`config.mk`:
```
export PLATFORM = sky130hd
export DESIGN_NAME = fetch_redirect
export DESIGN_NICKNAME = d
export VERILOG_FILES = /design/src/rtl/fetch_pkg.sv /design/src/rtl/if_id_reg.sv /design/src/rtl/fetch_redirect.sv
export SDC_FILE = /design/constraint.sdc
export NUM_CORES = 1
export LEC_CHECK = 0
export ABC_AREA = 1
export ABC_CLOCK_PERIOD_IN_PS = 3700
export CAP_MARGIN = 20
export CORE_ASPECT_RATIO = 0.5
export CORE_MARGIN = 1.5
export CORE_UTILIZATION = 44
export DETAILED_ROUTE_END_ITERATION = 8
export PLACE_DENSITY = 0.94
export SYNTH_ARGS = -nofsm -noshare
export SYNTH_HDL_FRONTEND = slang
export SYNTH_SLANG_ARGS = --single-unit
export TNS_END_PERCENT = 10
```
`constraint.sdc`:
```
create_clock -name clk -period 3.7 [get_ports clk]
set_input_delay 0.74 -clock clk [delete_from_list [all_inputs] [get_ports clk]]
set_output_delay 0.74 -clock clk [all_outputs]
set_load 0.005 [all_outputs]
```
`src/rtl/fetch_pkg.sv`:
```
// Shared definitions for the fetch stage: FSM state encoding and the fixed
// constants used by the PC sequencer and the IF/ID register.
package fetch_pkg;

  typedef enum logic {
    RUN     = 1'b0,
    DS_WAIT = 1'b1
  } fetchState_t;

  localparam logic [31:0] NOP_INSTR        = 32'h0000_0000;
  localparam logic [31:0] PC_INC           = 32'd4;
  localparam logic [31:0] RESET_PC_DEFAULT = 32'h0000_0000;

endpackage

```
`src/rtl/if_id_reg.sv`:
```
// IF/ID pipeline register: holds the fetched instruction, its PC and a valid
// flag. Stall holds every field; flush (lower priority than stall) loads a
// bubble: NOP instruction, the supplied PC, valid cleared.
// Ports:
//   clk, rst          clock, asynchronous active-high reset
//   stall             hold all fields
//   flush             load a bubble instead of instrIn
//   instrIn, pcIn     instruction/PC to capture
//   instr, pc, valid  registered IF/ID contents
module if_id_reg
  import fetch_pkg::*;
#(
  parameter int unsigned width = 32
) (
  input  logic             clk,
  input  logic             rst,
  input  logic             stall,
  input  logic             flush,
  input  logic [width-1:0] instrIn,
  input  logic [width-1:0] pcIn,
  output logic [width-1:0] instr,
  output logic [width-1:0] pc,
  output logic             valid
);

  always_ff @(posedge clk or posedge rst) begin
    if (rst) begin
      instr <= '0;
      pc    <= '0;
      valid <= 1'b0;
    end else if (!stall) begin
      pc <= pcIn;
      if (flush) begin
        instr <= width'(NOP_INSTR);
        valid <= 1'b0;
      end else begin
        instr <= instrIn;
        valid <= 1'b1;
      end
    end
  end

endmodule

```
`src/rtl/fetch_redirect.sv`:
```
// Fetch-stage PC sequencer plus IF/ID register. Owns the fetch PC, issues the
// instruction-memory request and applies taken branch/jump redirects coming
// back from decode.
// Configuration macro: FETCH_DELAY_SLOT_EN
//   undefined - a redirect squashes the wrong-path instruction (one bubble)
//   defined   - the instruction after a branch/jump executes as a delay slot;
//               if it is not yet available the target is parked in DS_WAIT
// Ports:
//   clk, rst              clock, asynchronous active-high reset
//   stall_F, stall_D      hazard-unit holds for fetch and IF/ID
//   realBJ_D, targetPC_D  decode-stage taken branch/jump and its target
//   imem_req, imem_addr   instruction-memory request (addr = pc_F)
//   imem_ready, imem_rdata instruction-memory response
//   pc_F                  current fetch PC
//   instr_D, pc_D, valid_D IF/ID contents
module fetch_redirect
  import fetch_pkg::*;
#(
  parameter int unsigned            width    = 32,
  parameter logic [width-1:0]       RESET_PC = width'(RESET_PC_DEFAULT)
) (
  input  logic             clk,
  input  logic             rst,
  input  logic             stall_F,
  input  logic             stall_D,
  input  logic             realBJ_D,
  input  logic [width-1:0] targetPC_D,
  output logic             imem_req,
  output logic [width-1:0] imem_addr,
  input  logic             imem_ready,
  input  logic [width-1:0] imem_rdata,
  output logic [width-1:0] pc_F,
  output logic [width-1:0] instr_D,
  output logic [width-1:0] pc_D,
  output logic             valid_D
);

  logic             accept;
  logic             redirect;
  logic             flushD;
  logic [width-1:0] pcInc;
  logic [width-1:0] pcNext;

  assign imem_req  = ~stall_F;
  assign imem_addr = pc_F;
  assign accept    = imem_req & imem_ready & ~stall_D;
  assign pcInc     = pc_F + width'(PC_INC);

`ifdef FETCH_DELAY_SLOT_EN
  fetchState_t      state, stateNext;
  logic [width-1:0] pendPc, pendPcNext;

  // A redirect whose delay slot is not yet fetched parks the target in
  // pendPc; the delay slot is fetched from the held pc_F first.
  always_comb begin
    stateNext  = state;
    pendPcNext = pendPc;
    pcNext     = pc_F;
    redirect   = 1'b0;
    flushD     = ~accept;
    case (state)
      RUN: begin
        redirect = realBJ_D & valid_D & ~stall_D;
        if (redirect) begin
          if (accept) begin
            pcNext = targetPC_D;
          end else begin
            pendPcNext = targetPC_D;
            stateNext  = DS_WAIT;
          end
        end else if (accept) begin
          pcNext = pcInc;
        end
      end
      DS_WAIT: begin
        if (accept) begin
          pcNext    = pendPc;
          stateNext = RUN;
        end
      end
      default: stateNext = RUN;
    endcase
  end

  always_ff @(posedge clk or posedge rst) begin
    if (rst) begin
      state  <= RUN;
      pendPc <= '0;
    end else begin
      state  <= stateNext;
      pendPc <= pendPcNext;
    end
  end
`else
  // Redirect takes priority over stall_F so a resolved branch is never lost:
  // the IF/ID bubble it inserts would otherwise drop valid_D and the branch.
  always_comb begin
    redirect = realBJ_D & valid_D & ~stall_D;
    flushD   = ~accept | redirect;
    if (redirect)    pcNext = targetPC_D;
    else if (accept) pcNext = pcInc;
    else             pcNext = pc_F;
  end
`endif

  always_ff @(posedge clk or posedge rst) begin
    if (rst) pc_F <= RESET_PC;
    else     pc_F <= pcNext;
  end

  if_id_reg #(
    .width (width)
  ) u_ifId (
    .clk     (clk),
    .rst     (rst),
    .stall   (stall_D),
    .flush   (flushD),
    .instrIn (imem_rdata),
    .pcIn    (pc_F),
    .instr   (instr_D),
    .pc      (pc_D),
    .valid   (valid_D)
  );

endmodule

```
==> impl_metrics.py <==
metrics = {
    "route": {
        "vias_per_cell": 5.46,
        "postRouteAntennaNets": 0,
        "firstDrtPassIters": 5,
        "vias": 4926,
        "drc": 0,
        "first_iter_violations": 460,
        "wl_mm": 15.2,
        "wire_per_inst_um": 16.9,
    },
    "setup_path": {
        "regToRegSetupSlack_ps": 1600,
        "crit_arrival_ps": 2760,
        "worst-setup-path-type": "in -> reg",
        "worstPathRequired_ps": 3960,
        "path_max_fanout": 44,
        "rr_endpoint": "imem_addr[6]$_DFFE_PP0P_",
        "r2r_start": "u_ifId.valid$_DFFE_PP0N_",
        "cp-start-kind": "input port",
        "r2r_cells": 6,
        "end_kind": "flip-flop",
    },
    "logic_synthesis": {
        "synth_top_flop_cell": "dfrtp_1",
        "synthArstFlopShare_pct": 100,
        "yosys.area.top_type_share_pct": 49.5,
        "synth.largest_area_cell": "dfrtp_1",
        "synth-seq-cells": 97,
        "ys_types": 33,
        "seq_area_frac_synth_pct": 49.5,
        "synth_area_leaders": "dfrtp_1 (49%), nand2_1 (14%), a22o_1 (5.7%), o21ai_0 (5.2%), buf_4 (5.2%)",
        "synth_fp_nets": 665,
        "yosysMostFrequentCell": "nand2_1",
        "syn_inst": 594,
        "synth_edf_count": 0,
        "synthesis.area_um2": 4910,
        "avgSynthCellArea_um2": 8.26,
        "ys_warn_count": 0,
        "synth_commonest_cells": "nand2_1 (179), dfrtp_1 (97), o21ai_0 (51), inv_1 (50), nor2_1 (40)",
    },
    "sta": {
        "fin_tns_setup_ps": 0,
        "finalHoldViolCount": 0,
        "worstMarginPinSlew_ps": 854,
        "slew-limit-headroom_pct": 43.0,
        "finalCriticalPeriod_ps": 2500,
        "slew_viol_final": 0,
        "post-route-period-util_pct": 67.5,
        "hold_ws_ps": 486,
        "skew_ps": 5.42,
        "rsz0062_at_grt": "no",
        "setup_violations": 0,
        "clock.fmax_ghz": 0.401,
    },
    "pwr": {
        "peakVddDrop_mv": 0.242,
        "powerDensity_nw_per_um2": 551,
        "p_leak_nw": 3.23,
    },
    "cts": {
        "postCtsSetupBuffers": 0,
        "clk_latency_ps": 350,
        "clkTransAtPathRegs_ps": 70,
        "cts_made_buffers": 9,
        "cts-root-buf": "clkbuf_16",
        "cts_resized": 0,
        "h-tree-depth": 3,
        "hold_buffers": 0,
        "cts.path.max_buffers": 2,
        "cts.sinks": 97,
        "cts_tree": "yes",
    },
    "status": {
        "status": "finished clean",
    },
    "placed_design": {
        "io_buffers": 199,
        "post-dp-hpwl_mm": 10.7,
        "gp_congestion": 0.942,
    },
    "final_layout": {
        "multi_input_area_um2": 1930,
        "drive_above_1_share_pct": 5.80,
        "final_nets": 824,
        "synthToLayoutAreaGrowth_pct": 44.1,
        "diodes": 0,
        "final-seq-area_um2": 2430,
        "fill_cells": 811,
    },
    "global_routing": {
        "grtUsageTotal_pct": 25.8,
        "grt_overflow": 0,
        "grt_pass1_wl_mm": 24.1,
        "grt_max_degree": 92,
        "antenna_found_initial": 0,
        "grt_pass1_vias": 4733,
    },
    "min_path": {
        "holdPathStages": 2,
        "hold_path_end": "u_ifId.pc[14]$_DFFE_PP0N_",
        "min_from": "u_ifId.pc[14]$_DFFE_PP0N_",
        "hold_path.class": "reg -> reg",
    },
    "floorplanning": {
        "fp-row-count": 27,
        "core_um2": 10900,
        "die_w_um": 152,
        "start_util_pct": 45.0,
        "pin_count": 200,
        "die_area_um2": 11800,
        "die_h_um": 77.7,
    },
    "job": {
        "max-cap-violations": 0,
    },
}
## report_power, final
part / switching (W) / leakage, nW / internal, W
combinational: 0.000582 / 1.86 / 0.000788
sequential: 0.000285 / 1.23 / 0.00128
clock: 0.000436 / 0.146 / 0.000530
## routing by layer
metal	GRT usage [%]	vias up	routed length, um
met1	31.3	2354	5840
met3	6.87	62	1290
met2	43.3	298	7560
met5	0	-	0
met4	12.6	0	553
li1	-	2212	-
## registers in the layout (all words and copies together), names as in the netlist
| register | count |
|---|---|
| u_ifId.instr | 32 |
| imem_addr | 32 |
| u_ifId.pc | 32 |
| u_ifId.valid | 1 |
## cells by family after synthesis
| family | Yosys count | synth area share, % |
|---|---|---|
| adder cells (fa/ha/maj) | 1 | 0.255 |
| flip-flops | 97 | 49.5 |
| AO/OA/AOI/OAI | 102 | 13.4 |
| XOR/XNOR | 4 | 0.714 |
| buffers and inverters | 108 | 11.2 |
| AND/OR/NAND/NOR | 282 | 24.9 |
## critical path, cell delays in order
cell and delay [ps]:
clkdlybuf4s50_1 450, nand3_4 110, buf_4 380, nand2_2 420, inv_2 370, nor3_1 80
nor3_1 200
## per-stage QoR
stage,area [um^2],instances,utilization [%],total power [W],worst slack [ps]
CTS,7070,903,64.8,0.00390,1220
floorplan,4910,594,-,0.00214,426
finish,7070,903,64.8,0.00390,1200
global route,7070,903,64.8,0.00409,1100
detailed placement,6770,887,62.0,0.00292,897
global placement,6770,887,62.0,0.00286,1000
## layout by cell type, fill, tap and decap left out, drive strengths merged
cell	instances
clkinvlp	1
bufinv	1
and2	2
buf	5
clkinv	3
clkdlybuf4s50	198
a21oi	7
a31oi	1
nor3	3
nand4	2
dfrtp	97
a22o	32
o21bai	1
o221ai	1
inv	55
o211ai	3
ha	1
o22ai	1
nand2	186
nand3	40
xor2	4
o21ai	52
nor2	49
clkbuf	9
a211oi	4
## final cells by class
cell class                 instances  share of cell area (%)
sequential                        97                    34.3
timing repair buffer             203                    28.7
multi-input combinational        389                    27.3
clock buffer                       9                    3.18
inverter                          53                    2.85
tap                              145                    2.57
clock inverter                     7                    1.10
## how the worst max path moves through the flow
stage / from / slack (ps) / depth (start not counted) / endpoint
finish: realBJ_D / 1200 / 7 / imem_addr[6]$_DFFE_PP0P_
global placement: realBJ_D / 1000 / 7 / imem_addr[6]$_DFFE_PP0P_
global route: realBJ_D / 1100 / 7 / imem_addr[6]$_DFFE_PP0P_
floorplan: rst / 430 / 1 / imem_addr[0]$_DFFE_PP0P_
detailed placement: realBJ_D / 900 / 7 / imem_addr[6]$_DFFE_PP0P_
CTS: stall_F / 1220 / 3 / imem_req
No activity file was read; power rests on OpenSTA's default activity.
